--- src/rtl/apb_slave_regfile_if.sv ---
// APB bus bundle between the master and the register-file completer.
// Handshake: a transfer completes on the rising edge where Psel & Penable & Pready are all 1.
interface apb_slave_regfile_if;
  logic       Psel;
  logic       Penable;
  logic       Pwrite;
  logic [3:0] Paddr;
  logic [7:0] PWdata;
  logic [7:0] PRdata;
  logic       Pready;
  logic       Pslverr;

  modport master (
    output Psel, Penable, Pwrite, Paddr, PWdata,
    input  PRdata, Pready, Pslverr
  );

  modport slave (
    input  Psel, Penable, Pwrite, Paddr, PWdata,
    output PRdata, Pready, Pslverr
  );
endinterface

--- src/rtl/apb_slave_regfile.sv ---
// APB completer backed by DEPTH byte registers, with error response for bad addresses / missing setup.
// Optional macro APB_SLAVE_WAIT_EN inserts WAIT_STATES access cycles with Pready low.
module apb_slave_regfile #(
  parameter int DEPTH       = 12,
  parameter int WAIT_STATES = 2
) (
  input  logic                Pclk,
  input  logic                Preset,
  apb_slave_regfile_if.slave  apb,
  output logic [1:0]          dbg_state
);

  typedef enum logic [1:0] {
    IDLE   = 2'd0,
    ACCESS = 2'd1,
    ERR    = 2'd2
  } state_t;

  localparam logic [4:0] DEPTH_W = 5'(DEPTH);

  state_t     state;
  state_t     state_nxt;
  logic [3:0] addr_q;
  logic       wr_q;
  logic [7:0] wdata_q;
  logic [7:0] mem [DEPTH];

  logic       access_ready;
  logic       in_range;
  logic       latch;
  logic       commit;

`ifdef APB_SLAVE_WAIT_EN
  localparam logic [3:0] WAIT_CNT = 4'(WAIT_STATES);
  logic [3:0] cnt;

  assign access_ready = (cnt == WAIT_CNT);

  always_ff @(posedge Pclk or posedge Preset) begin
    if (Preset) begin
      cnt <= 4'd0;
    end else if (latch) begin
      cnt <= 4'd0;
    end else if (state == ACCESS && !access_ready && cnt != 4'hF) begin
      cnt <= cnt + 4'd1;
    end
  end
`else
  assign access_ready = 1'b1;
`endif

  assign in_range = ({1'b0, addr_q} < DEPTH_W);

  always_comb begin
    state_nxt = state;
    latch     = 1'b0;
    commit    = 1'b0;
    case (state)
      IDLE: begin
        if (apb.Psel && !apb.Penable) begin
          state_nxt = ACCESS;
          latch     = 1'b1;
        end else if (apb.Psel && apb.Penable) begin
          state_nxt = ERR;
        end
      end
      ACCESS: begin
        // Dropping Psel before completion abandons the transfer without a write.
        if (!apb.Psel) begin
          state_nxt = IDLE;
        end else if (apb.Penable && access_ready) begin
          state_nxt = IDLE;
          commit    = wr_q && in_range;
        end
      end
      ERR:     state_nxt = IDLE;
      default: state_nxt = IDLE;
    endcase
  end

  always_ff @(posedge Pclk or posedge Preset) begin
    if (Preset) begin
      state   <= IDLE;
      addr_q  <= 4'd0;
      wr_q    <= 1'b0;
      wdata_q <= 8'd0;
    end else begin
      state <= state_nxt;
      if (latch) begin
        addr_q  <= apb.Paddr;
        wr_q    <= apb.Pwrite;
        wdata_q <= apb.PWdata;
      end
    end
  end

  always_ff @(posedge Pclk or posedge Preset) begin
    if (Preset) begin
      for (int i = 0; i < DEPTH; i++) mem[i] <= 8'd0;
    end else if (commit) begin
      mem[addr_q] <= wdata_q;
    end
  end

  // Responses depend only on registered state, never directly on bus inputs.
  always_comb begin
    apb.Pready  = (state == ERR) || (state == ACCESS && access_ready);
    apb.Pslverr = (state == ERR) || (state == ACCESS && access_ready && !in_range);
    apb.PRdata  = 8'd0;
    if (state == ACCESS && access_ready && !wr_q && in_range) apb.PRdata = mem[addr_q];
  end

  assign dbg_state = state;

endmodule

--- src/flat_wrapper.sv ---
// flat-port wrapper written by rule: the top's interface ports become plain ports
module apb_slave_regfile_flat 
#(
  parameter int DEPTH       = 12,
  parameter int WAIT_STATES = 2
)
  (Pclk, Preset, dbg_state, apb_Psel, apb_Penable, apb_Pwrite, apb_Paddr, apb_PWdata, apb_PRdata, apb_Pready, apb_Pslverr);
  apb_slave_regfile_if apb_i ();
  input  logic Pclk;
  input  logic Preset;
  output logic [1:0] dbg_state;
  input wire logic [$bits(apb_i.Psel)-1:0] apb_Psel;
  input wire logic [$bits(apb_i.Penable)-1:0] apb_Penable;
  input wire logic [$bits(apb_i.Pwrite)-1:0] apb_Pwrite;
  input wire logic [$bits(apb_i.Paddr)-1:0] apb_Paddr;
  input wire logic [$bits(apb_i.PWdata)-1:0] apb_PWdata;
  output wire logic [$bits(apb_i.PRdata)-1:0] apb_PRdata;
  output wire logic [$bits(apb_i.Pready)-1:0] apb_Pready;
  output wire logic [$bits(apb_i.Pslverr)-1:0] apb_Pslverr;
  assign apb_i.Psel = apb_Psel;
  assign apb_i.Penable = apb_Penable;
  assign apb_i.Pwrite = apb_Pwrite;
  assign apb_i.Paddr = apb_Paddr;
  assign apb_i.PWdata = apb_PWdata;
  assign apb_PRdata = apb_i.PRdata;
  assign apb_Pready = apb_i.Pready;
  assign apb_Pslverr = apb_i.Pslverr;
  apb_slave_regfile #(.DEPTH(DEPTH), .WAIT_STATES(WAIT_STATES)) u_core (.Pclk(Pclk), .Preset(Preset), .apb(apb_i), .dbg_state(dbg_state));
endmodule
--- config.mk ---
export PLATFORM = sky130hd
export DESIGN_NAME = apb_slave_regfile_flat
export DESIGN_NICKNAME = d
export VERILOG_FILES = /design/src/rtl/apb_slave_regfile_if.sv /design/src/rtl/apb_slave_regfile.sv /design/src/flat_wrapper.sv
export SDC_FILE = /design/constraint.sdc
export NUM_CORES = 1
export LEC_CHECK = 0
export ABC_CLOCK_PERIOD_IN_PS = 3700
export BUFFER_PORTS_ARGS = -buffer_cell sky130_fd_sc_hd__buf_2
export CAP_MARGIN = 20
export CORE_ASPECT_RATIO = 0.7
export CORE_MARGIN = 1
export CORE_UTILIZATION = 55
export DETAILED_ROUTE_END_ITERATION = 10
export GPL_ROUTABILITY_DRIVEN = 0
export PLACE_DENSITY = 0.83
export SYNTH_ARGS = -nofsm -noshare
export SYNTH_HDL_FRONTEND = slang
export SYNTH_SLANG_ARGS = --single-unit
--- constraint.sdc ---
create_clock -name Pclk -period 3.7 [get_ports Pclk]
set_clock_uncertainty 0.15 [all_clocks]
set_input_delay 0.185 -clock Pclk [delete_from_list [all_inputs] [get_ports Pclk]]
set_output_delay 0.185 -clock Pclk [all_outputs]
set_load 0.05 [all_outputs]
Word-level counts from Yosys, hierarchy flattened
Cells that the tools add are included.
{"block": "totals", "register_bits": 111, "in_bits": 17, "out_inout_bits": 12, "elab_cells": 55}
{"block": "classes", "n_lt_le_gt_ge": 3, "eq_ne": 4, "mux": 17, "bitwise_logic": 1, "n_reduce_logical": 14}
{"operator": "$bwmux W96", "n": 1}
{"operator": "$bmux W8 S4", "n": 1}
{"operator": "$demux W8 S4", "n": 1}
{"operator": "$mux W8", "n": 4}
{"operator": "$mux W2", "n": 4}
{"operator": "$logic_and A1 B1 Y1", "n": 7}
{"operator": "$ge A5 B5 Y1 const B", "n": 1}
{"operator": "$lt A5 B1 Y1 const B", "n": 1}
{"operator": "$mux W1", "n": 5}
{"operator": "$not A4 Y5", "n": 1}
{"operator": "$lt A4 B4 Y1 const B", "n": 1}
{"operator": "$pmux W2 S2", "n": 1}
{"operator": "$logic_not A1 Y1", "n": 3}
{"operator": "$ne A3 B1 Y1 const B", "n": 1}
{"operator": "$ne A3 B3 Y1 const B", "n": 1}
{"operator": "$eq A2 B1 Y1 const B", "n": 1}
{"operator": "$eq A2 B2 Y1 const B", "n": 1}
{"operator": "$logic_not A2 Y1", "n": 1}
{"operator": "$logic_or A1 B1 Y1", "n": 2}
{"operator": "$reduce_and A2 Y1", "n": 1}

Logic depth before layout (Yosys ltp)
Gate-level depths: netlist of run 1.
{"block": "depth", "depth_word": 6, "depth_mapped": 7, "mapped_depth_nobuf": 5}

Worst setup path before layout of run 1
OpenSTA, ideal clock, no wires.
{"block": "synth_timing", "kind": "reg2out", "startpoint": "register u_core.state[0], in the netlist u_core.dbg_state[0]", "endpoint": "output port apb_PRdata[0]", "t_arrival_ns": 2.260, "required_ns": 3.365, "slack_ns": 1.105, "stages_incl_launch_ff": 6, "n_path_buf": 1, "path_cell_list": "dfrtp_1 > ha_1 > buf_2 > nand2_1 > nor3_1 > a221o_1"}
{"block": "synth_via", "elab_chain_len": 4}
{"item": "from (decl)", "line_no": "apb_slave_regfile.sv:21", "rtl": "state_t state;"}
{"item": "from (signal assigned)", "line_no": "apb_slave_regfile.sv:88", "rtl": "state <= state_nxt;"}
{"item": "$eq A2 B1 Y1", "line_no": "apb_slave_regfile.sv:110", "rtl": "if (state == ACCESS && access_ready && !wr_q && in_range) apb.PRdata = mem[addr_q];"}
{"item": "$logic_and A1 B1 Y1 (2 in series)", "line_no": "apb_slave_regfile.sv:110"}
{"item": "$mux W8", "line_no": "apb_slave_regfile.sv:110"}
{"item": "to (decl)", "line_no": "flat_wrapper.sv:17", "rtl": "output wire logic [$bits(apb_i.PRdata)-1:0] apb_PRdata;"}
Every way passes these cells.

Worst setup path after layout of run 1
{"block": "layout_timing", "startpoint": "register u_core.state[1], in the netlist u_core.dbg_state[1]", "endpoint": "output port apb_PRdata[1]"}
The elaborated chain is that of the path after synthesis.

==> results of run 1 <==
placed cells by master (no fill, tap or decap), drive strengths merged:
cell type / n
dfrtp: 111
mux2: 109
buf: 34
mux4: 24
dlygate4sd3: 14
clkbuf: 12
nor3: 10
nor2b: 8
a221o: 8
inv: 4
nand2b: 3
nand2: 3
ha: 3
nand3b: 2
nor4: 2
nand3: 1
nand4b: 1
o22ai: 1
o2bb2ai: 1
or4: 1
nor2: 1
or4b: 1
a31o: 1
a32o: 1
clkinv: 1
bufinv: 1
clkinvlp: 1
flip-flops by register name, summed over array words and instances, names as in the netlist:
| name | count |
|---|---|
| u_core.addr_q | 4 |
| u_core.dbg_state | 2 |
| u_core.mem | 96 |
| u_core.wdata_q | 8 |
| u_core.wr_q | 1 |
timing repair:
item,in CTS,in global routing
hold buffers,14,0
buffers inserted,0,0
hold endpoints to repair,73,0
cell usage after synthesis, drive strengths merged, types with 2 or more instances:
cell type | count | area, um2
dfrtp | 111 | 2778
a221o | 8 | 80.08
nor3 | 10 | 107.6
nor2b | 8 | 50.05
inv | 4 | 15.01
nand2b | 3 | 18.77
mux2 | 109 | 1227
buf | 16 | 81.33
nand2 | 3 | 11.26
nor4 | 2 | 42.54
mux4 | 24 | 540.5
nand3b | 2 | 15.01
ha | 3 | 37.54
logic make-up (layout without fill, tap and decap cells):
kind of cell               after synthesis  after routing  share of synthesized area
AOI/OAI and AO/OA                       12             12                    0.02236
DFF                                    111            111                     0.5455
adders and majority gates                3              3                   0.007372
buffers and inverters                   21             67                    0.01965
and+or+nand+nor                         33             33                    0.05798
muxes                                  133            133                     0.3472
power breakdown:
| part | internal, mW | total, mW | switching (mW) |
|---|---|---|---|
| Clock | 0.557 | 0.974 | 0.417 |
| Sequential | 1.43 | 1.79 | 0.355 |
| Combinational | 0.400 | 0.705 | 0.305 |
worst paths after layout:
path	slack, ns	to	startpoint	cells past startpoint
max	0.60	apb_PRdata[1]	u_core.dbg_state[1]	6
min	0.08	u_core.dbg_state[1]	apb_Penable	2
max reg2reg	0.97	u_core.mem[1]	u_core.addr_q[0]	3
min reg2reg	0.36	u_core.mem[4]	u_core.mem[4]	1
max in group asynchronous	2.27	u_core.addr_q[0]	Preset	4
min in group asynchronous	0.37	u_core.mem[92]	Preset	3
layer usage:
metal,share of wire,wire length [um]
met1,0.47,5002
met5,0,0
met2,0.48,5174
met3,0.039,417
met4,0.010,110
critical path: cells and delay by family (launching register included):
family	cells	cell delay [ns]
AO/OA/AOI/OAI	1	0.29
adder cells (fa/ha/maj)	1	0.27
buffers and inverters	2	0.36
flip-flops	1	0.42
AND/OR/NAND/NOR	2	1.06
per-stage QoR:
stage,utilization,power (mW)
2_1_floorplan,-,2.288
3_3_place_gp,0.6143,2.452
3_5_place_dp,0.6143,2.497
4_1_cts,0.6647,3.484
5_1_grt,0.6647,3.632
6_report,0.6647,3.468
final cells by class:
type                    count  area, um2
fillers                   593       2925
flip-flops and latches    111       2779
multi-input cells         181       2215
repair buffers             48      337.8
clock buffers              12      256.5
well taps                 120      150.1
clock inverters             3      42.54
inverters                   4      17.52
==> key figures, run 1 <==
Critical path
  • Worst EP required: 3.37 ns
  • Critical path endpoint category: output port
  • Crit path cell chain: inv_1, ha_1, nand3b_1, nor2_1, a221o_1, buf_2
  • Crit path max fanout: 8
  • CP startpoint kind: register
  • Critical path class: register to output port
  • Slowest-stage cell, CP: nor2_1
  • Slowest cell delay on critical path: 0.76 ns
  • Crit path DAT: 2.76 ns

Timing
  • Fin. Hold Viols: 0
  • Tmin final: 3.100 ns
  • F_max: 0.3226 GHz
  • Worst setup margin: 0.6004 ns
  • Fin Setup TNS: 0 ns
  • Max-slew headroom: 0.3741
  • Slew Limit Fails: 0
  • Setup violators final: 0
  • Worst slew pin tran: 0.9388 ns
  • RSZ-0062 raised after global routing: false
  • Period utilization: 0.8377
  • WHS: 0.07538 ns

Clock tree
  • CTS root buffer: clkbuf_16
  • Skew-Pair Late Insertion Delay: 0.35 ns
  • Clock transition at path regs: 0.07 ns
  • CTS tree: yes
  • Clock sink count: 111
  • CTS buffer count: 9
  • Cts repair resizes: 0
  • Deepest clock path buffer count: 2
  • CTS H-Tree Depth: 3

Logic synthesis
  • Unique masters post-synth: 28
  • Mean Syn Cell Area: 16.27 um2
  • Synthesized area: 5092 um2
  • Number of synthesized flops with an enable pin: 0
  • Seq cells post-synth: 111
  • Asr flop ratio synth: 1.000
  • Top_reg_cell synth: dfrtp_1
  • Synth Instances: 313
  • Warnings, synthesis: 0
  • Sequential-to-total area share from yosys stat: 0.5455
  • Syn nets: 333

Floorplan
  • Die height: 82.51 um
  • Total die area: 9654 um2
  • I/O pins: 29
  • Die width: 117.0 um
  • # rows: 28
  • Initial Util: 0.5838
  • Core area: 8723 um2

Power and ir drop
  • Max VDD drop: 0.0004608 V
  • Cell Pwr Density: 598.1 nW/um2
  • P_leak: 2.743 nW

Final layout
  • Diodes inserted: 0
  • Share of cells above drive strength 1: 0.5460
  • Nets@finish: 375
  • Design area: 5798 um2
  • Layout area overhead: 13.86%
  • Post-route insts no fill: 479

Routing
  • DR iter-0 viols: 137
  • Via Count: 2972
  • First-pass DRT Iterations: 4
  • Vias per cell: 6.205
  • ANT nets after route: 0
  • DR WL/cell: 22.35 um
  • WL final: 10.71 mm
  • DRC viols: 0

Outcome
  • Status: completed

GRT
  • Most used routing layer: met2
  • First-pass GRT wire length: 17.12 mm
  • Initial antenna violation count: 0
  • Gr ovfl total: 0
  • Met2 Use GR: 0.4101
  • Pin count of the biggest net entering global routing: 62
  • Vias in the first global route: 3103
  • GRT Total Usage: 0.2550
  • Met1 usage: 0.3408
  • Met3 usage: 0.07299

Placement
  • Port Buf Inserts: 28
  • Placed cell areas: 5359 um2
  • Dpl cells: 450
  • HPWL after DPL: 7.035 mm
  • Setup WS pre-CTS: 0.9642 ns

Worst hold path
  • Type of the worst min-delay path: input pin to register

Flow run
  • Max Cap Viol: 0
(Power assumes the default switching activity.)
==> run 2: changes to the inputs <==
--- a/config.mk
+++ b/config.mk
@@ -5,7 +5,7 @@
 export SDC_FILE = /design/constraint.sdc
 export NUM_CORES = 1
 export LEC_CHECK = 0
-export ABC_CLOCK_PERIOD_IN_PS = 3700
+export ABC_CLOCK_PERIOD_IN_PS = 2750
 export BUFFER_PORTS_ARGS = -buffer_cell sky130_fd_sc_hd__buf_2
 export CAP_MARGIN = 20
 export CORE_ASPECT_RATIO = 0.7
@@ -13,7 +13,7 @@
 export CORE_UTILIZATION = 55
 export DETAILED_ROUTE_END_ITERATION = 10
 export GPL_ROUTABILITY_DRIVEN = 0
-export PLACE_DENSITY = 0.83
+export PLACE_DENSITY = 0.86
 export SYNTH_ARGS = -nofsm -noshare
 export SYNTH_HDL_FRONTEND = slang
 export SYNTH_SLANG_ARGS = --single-unit
==> constraint.sdc (replaced) <==
create_clock -name Pclk -period 2.75 [get_ports Pclk]
set_clock_uncertainty 0.15 [all_clocks]
set_input_delay 0.1375 -clock Pclk [delete_from_list [all_inputs] [get_ports Pclk]]
set_output_delay 0.1375 -clock Pclk [all_outputs]
set_load 0.05 [all_outputs]
==> key figures, run 2 (same netlist as run 1, synthesis figures left out) <==
Routing
  • First-pass DRT Iterations: 4
  • Via Count: 3038
  • DR iter-0 viols: 201
  • DR WL/cell: 22.19 um
  • Vias per cell: 6.113
  • ANT nets after route: 0
  • WL final: 11.03 mm
  • DRC viols: 0

Placement
  • Setup WS pre-CTS: 0.2720 ns
  • HPWL after DPL: 7.183 mm
  • Placed cell areas: 5505 um2
  • Port Buf Inserts: 28

Timing
  • Worst setup margin: 0.1065 ns
  • Setup violators final: 0
  • Fin Setup TNS: 0 ns
  • Slew Limit Fails: 0
  • Period utilization: 0.9613
  • WHS: 0.02723 ns
  • RSZ-0062 raised after global routing: false
  • F_max: 0.3783 GHz
  • Max-slew headroom: 0.5777
  • Fin. Hold Viols: 0
  • Worst slew pin tran: 0.6314 ns
  • Tmin final: 2.643 ns

Critical path
  • Origin of the critical flop-to-flop path: u_core.dbg_state[1]
  • R2R depth: 5
  • Crit path max fanout: 8
  • Crit path DAT: 2.36 ns
  • Worst EP required: 2.46 ns
  • FF-to-FF setup slack: 0.39 ns
  • CP startpoint kind: register
  • Critical path endpoint category: output port
  • Critical path class: register to output port
  • Worst r2r dst: u_core.mem[94]

Outcome
  • Status: completed

GRT
  • Pin count of the biggest net entering global routing: 112
  • Gr ovfl total: 0
  • Initial antenna violation count: 0
  • First-pass GRT wire length: 18.02 mm
  • GRT Total Usage: 0.2672
  • Vias in the first global route: 3342

Worst hold path
  • Hold Path Origin: apb_Psel
  • Type of the worst min-delay path: input pin to register
  • Hold path depth: 2
  • Hold path endpoint: u_core.dbg_state[1]

Final layout
  • Diodes inserted: 0
  • Max reg flops: 96
  • Nets@finish: 392
  • Commonest non-fill, non-tap cell in the layout: dfrtp_1
  • Top reg by flops: u_core.mem
  • Design area: 5961 um2
  • Regs by FF count: u_core.mem: 96 flops, u_core.wdata_q: 8 flops, u_core.addr_q: 4 flops
  • Most frequent cells in the layout: 110 x dfrtp_1, 109 x mux2_2, 28 x buf_2
  • Share of cells above drive strength 1: 0.5729
  • Layout area overhead: 17.05%

Clock tree
  • Clock transition at path regs: 0.07 ns
  • Setup bufs post-CTS: 0
  • CTS root buffer: clkbuf_16
  • CTS buffer count: 9
  • Clock sink count: 111
  • CTS tree: yes
  • Skew-Pair Late Insertion Delay: 0.35 ns
  • Deepest clock path buffer count: 2
  • CTS H-Tree Depth: 3

Power and ir drop
  • Max VDD drop: 0.0006131 V
  • Cell Pwr Density: 789.4 nW/um2
  • P_leak: 2.838 nW
  • Total power draw: 4.706 mW

Floorplan
  • Total die area: 9654 um2
  • Die width: 117.0 um
  • Core area: 8723 um2
  • Die height: 82.51 um
  • Initial Util: 0.5838
  • I/O pins: 29
  • # rows: 28

Flow run
  • Max Cap Viol: 0
-- run 2: changes by cell type in the layout (fill, tap and decap cells not counted), sizes merged --
cell	previous run	this run
buf	34	50
clkbuf	12	9
clkinv	1	5
clkinvlp	1	2
dlygate4sd3	14	15
inv	4	3
-- run 2: final cells by class --
cell class	instances	area, um2
Sequential cell	111	2779
Clock buffer	9	225.2
Timing Repair Buffer	65	493.0
Clock inverter	7	73.82
Inverter	4	18.77
Multi-Input combinational cell	181	2221
Fill cell	587	2763
Tap cell	120	150.1
-- run 2: worst max path at each step --
stage	from	to	slack (ns)	cells past startpoint
6_report	u_core.dbg_state[1]	apb_PRdata[1]	0.11	6
5_1_grt	u_core.dbg_state[1]	apb_PRdata[1]	0.005	6
4_1_cts	u_core.dbg_state[1]	apb_PRdata[1]	0.03	6
3_5_place_dp	u_core.dbg_state[1]	apb_PRdata[1]	0.27	6
3_3_place_gp	u_core.dbg_state[1]	apb_PRdata[1]	0.46	6
2_1_floorplan	u_core.dbg_state[0]	apb_PRdata[0]	0.20	5
-- run 2: layer usage --
metal  up-vias  track usage  wire (um)
met3        30      0.06861        545
met4         0       0.1203        274
met2       103       0.4467       5401
met1      1599       0.3332       4809
li1       1306            -          -
met5         -            0          0
-- run 2: critical path, cell delays in order, from the launching register on --
cell and delay (ns):
dfrtp_1 0.42, inv_1 0.10, ha_2 0.26, or4b_4 0.61, nor2b_1 0.20, a221o_1 0.15
buf_2 0.27
-- run 2: where the power goes --
group | leakage (nW) | switching [mW] | total, mW | internal (mW)
Sequential | 1.51 | 0.367 | 2.30 | 1.93
Combinational | 1.18 | 0.526 | 1.11 | 0.584
Clock | 0.145 | 0.591 | 1.30 | 0.708
Total | 2.84 | 1.48 | 4.71 | 3.22
-- run 2: per-stage QoR --
step | util | instances
after global placement | 0.6311 | 466
final | 0.6833 | 497
after CTS | 0.6830 | 497
after global routing | 0.6833 | 497
after detailed placement | 0.6311 | 466
after floorplan | - | 313
-- run 2: what timing repair did --
item                                    in CTS  in global routing
resized for setup                            1                  1
pin swaps                                    0                  0
endpoints found under the setup margin       8                  6
hold buffers                                15                  0
gates cloned                                 0                  0
hold endpoints to repair                   125                  0
==> run 3: changes to the inputs <==
--- a/config.mk
+++ b/config.mk
@@ -14,6 +14,7 @@
 export DETAILED_ROUTE_END_ITERATION = 10
 export GPL_ROUTABILITY_DRIVEN = 0
 export PLACE_DENSITY = 0.86
+export REMOVE_ABC_BUFFERS = 1
 export SYNTH_ARGS = -nofsm -noshare
 export SYNTH_HDL_FRONTEND = slang
 export SYNTH_SLANG_ARGS = --single-unit
==> key figures, run 3 (same netlist as run 1, synthesis figures left out) <==
GRT
  • GRT Total Usage: 0.2638
  • Initial antenna violation count: 0
  • First-pass GRT wire length: 17.86 mm
  • Pin count of the biggest net entering global routing: 65
  • Gr ovfl total: 0
  • Vias in the first global route: 3219

Clock tree
  • CTS buffer count: 9
  • Deepest clock path buffer count: 2
  • CTS root buffer: clkbuf_16
  • Clock sink count: 111
  • CTS H-Tree Depth: 3
  • CTS tree: yes
  • Clock transition at path regs: 0.07 ns
  • Setup bufs post-CTS: 0
  • Skew-Pair Late Insertion Delay: 0.35 ns

Worst hold path
  • Hold path depth: 2
  • Type of the worst min-delay path: input pin to register

Final layout
  • Top reg by flops: u_core.mem
  • Most frequent cells in the layout: 110 x dfrtp_1, 109 x mux2_2, 28 x buf_2
  • Layout area overhead: 16.90%
  • Area occupied by multi-input gates: 2218 um2
  • Nets@finish: 390
  • Final core utilization: 0.6824
  • Max reg flops: 96
  • Design area: 5953 um2
  • Sequential cell area: 2779 um2
  • Fillers: 583
  • Commonest non-fill, non-tap cell in the layout: dfrtp_1
  • Share of cells above drive strength 1: 0.5653
  • Diodes inserted: 0
  • Regs by FF count: u_core.mem: 96 flops, u_core.wdata_q: 8 flops, u_core.addr_q: 4 flops

Routing
  • ANT nets after route: 0
  • DRC viols: 0
  • WL final: 11.17 mm
  • Vias per cell: 6.057
  • First-pass DRT Iterations: 4
  • DR iter-0 viols: 148
  • DR WL/cell: 22.56 um
  • Via Count: 2998

Floorplan
  • # rows: 28
  • Initial Util: 0.5838
  • Die width: 117.0 um
  • Die height: 82.51 um
  • Core area: 8723 um2
  • Total die area: 9654 um2
  • I/O pins: 29

Critical path
  • Worst EP required: 2.46 ns
  • Crit path max fanout: 8
  • Crit path cell chain: inv_1, ha_1, nand3b_1, nor2_1, buf_4, a221o_1, buf_2
  • Buffers and inverters on the worst path: 3
  • CP startpoint kind: register
  • Crit-path leading delay family: buffers and inverters
  • Crit path depth: 7
  • R2R depth: 5
  • Critical path endpoint category: output port
  • FF-to-FF setup slack: 0.39 ns
  • Slowest-stage cell, CP: dfrtp_1
  • Slowest cell delay on critical path: 0.41 ns
  • Crit path DAT: 2.29 ns
  • Critical path class: register to output port

Outcome
  • Status: completed

Power and ir drop
  • Cell Pwr Density: 803.5 nW/um2
  • P_leak: 2.844 nW
  • Max VDD drop: 0.0004945 V

Timing
  • Fin Setup TNS: 0 ns
  • Slew Limit Fails: 0
  • Fin. Hold Viols: 0
  • Setup violators final: 0
  • F_max: 0.3881 GHz
  • Period utilization: 0.9370
  • Tmin final: 2.577 ns
  • RSZ-0062 raised after global routing: false
  • Max-slew headroom: 0.4821
  • Worst slew pin tran: 0.7768 ns

Placement
  • Port Buf Inserts: 28
  • Placed cell areas: 5489 um2
  • HPWL after DPL: 7.526 mm

Flow run
  • Max Cap Viol: 0
[run 3: cell types whose count changed in the layout (fill, tap and decap cells not counted), sizes merged]
cell,before,now
buf,50,48
clkbuf,9,13
clkinv,5,2
clkinvlp,2,0
inv,3,4
[run 3: final cells by class]
type                       instances  share of cell area
clock buffer                      13             0.04540
multi-input combinational        181              0.3726
timing repair buffer              63             0.08029
tap                              120             0.02522
clock inverter                     3            0.006726
inverter                           4            0.002942
sequential                       111              0.4668
[run 3: where the power goes]
group          leakage, nW  internal [mW]  total [mW]  switching, mW
Clock                0.156          0.778        1.34          0.559
Sequential            1.51           1.93        2.33          0.398
Combinational         1.18          0.589        1.12          0.528
Total                 2.84           3.30        4.78           1.49
[run 3: worst reg2reg max path, stage by stage, from the launching register on]
cell and delay (ns):
dfrtp_1 0.41, inv_1 0.09, ha_1 0.27, nand3b_1 0.33
nor3_4 0.61, mux2_2 0.41
[run 3: worst paths after layout]
check | from | end
max in group asynchronous | Preset | u_core.mem[30]
worst min register to register | u_core.mem[49] | u_core.mem[49]
worst max-delay path | u_core.dbg_state[1] | apb_PRdata[0]
min in group asynchronous | Preset | u_core.wdata_q[2]
worst min-delay path | apb_Psel | u_core.dbg_state[1]
worst max register to register | u_core.dbg_state[1] | u_core.mem[42]
[run 3: routing by layer]
layer  up-vias  wire length (um)  global-route usage
li1       1295                 -                   -
met1      1602              5047              0.3735
met2        82              5313              0.4077
met3        19               628             0.06277
met4         0               176             0.08608
met5         -                 0                   0
[run 3: per-stage QoR]
| stage | setup slack, ns | hold slack (ns) | power, mW | std cells |
|---|---|---|---|---|
| after floorplan | -0.4682 | 0.1381 | 3.012 | 296 |
| after global placement | 0.4826 | 0.1798 | 3.372 | 464 |
| after detailed placement | 0.4295 | 0.1857 | 3.453 | 464 |
| after CTS | 0.02382 | 0.003318 | 4.814 | 495 |
| after global routing | 0.06504 | 0.01660 | 4.999 | 495 |
| final | 0.1733 | 0.009257 | 4.783 | 495 |
[run 3: repair_timing]
item,CTS,global route
hold buffers,15,0
resized for setup,0,1
setup endpoints to repair,0,7
endpoints found under the hold margin,77,0
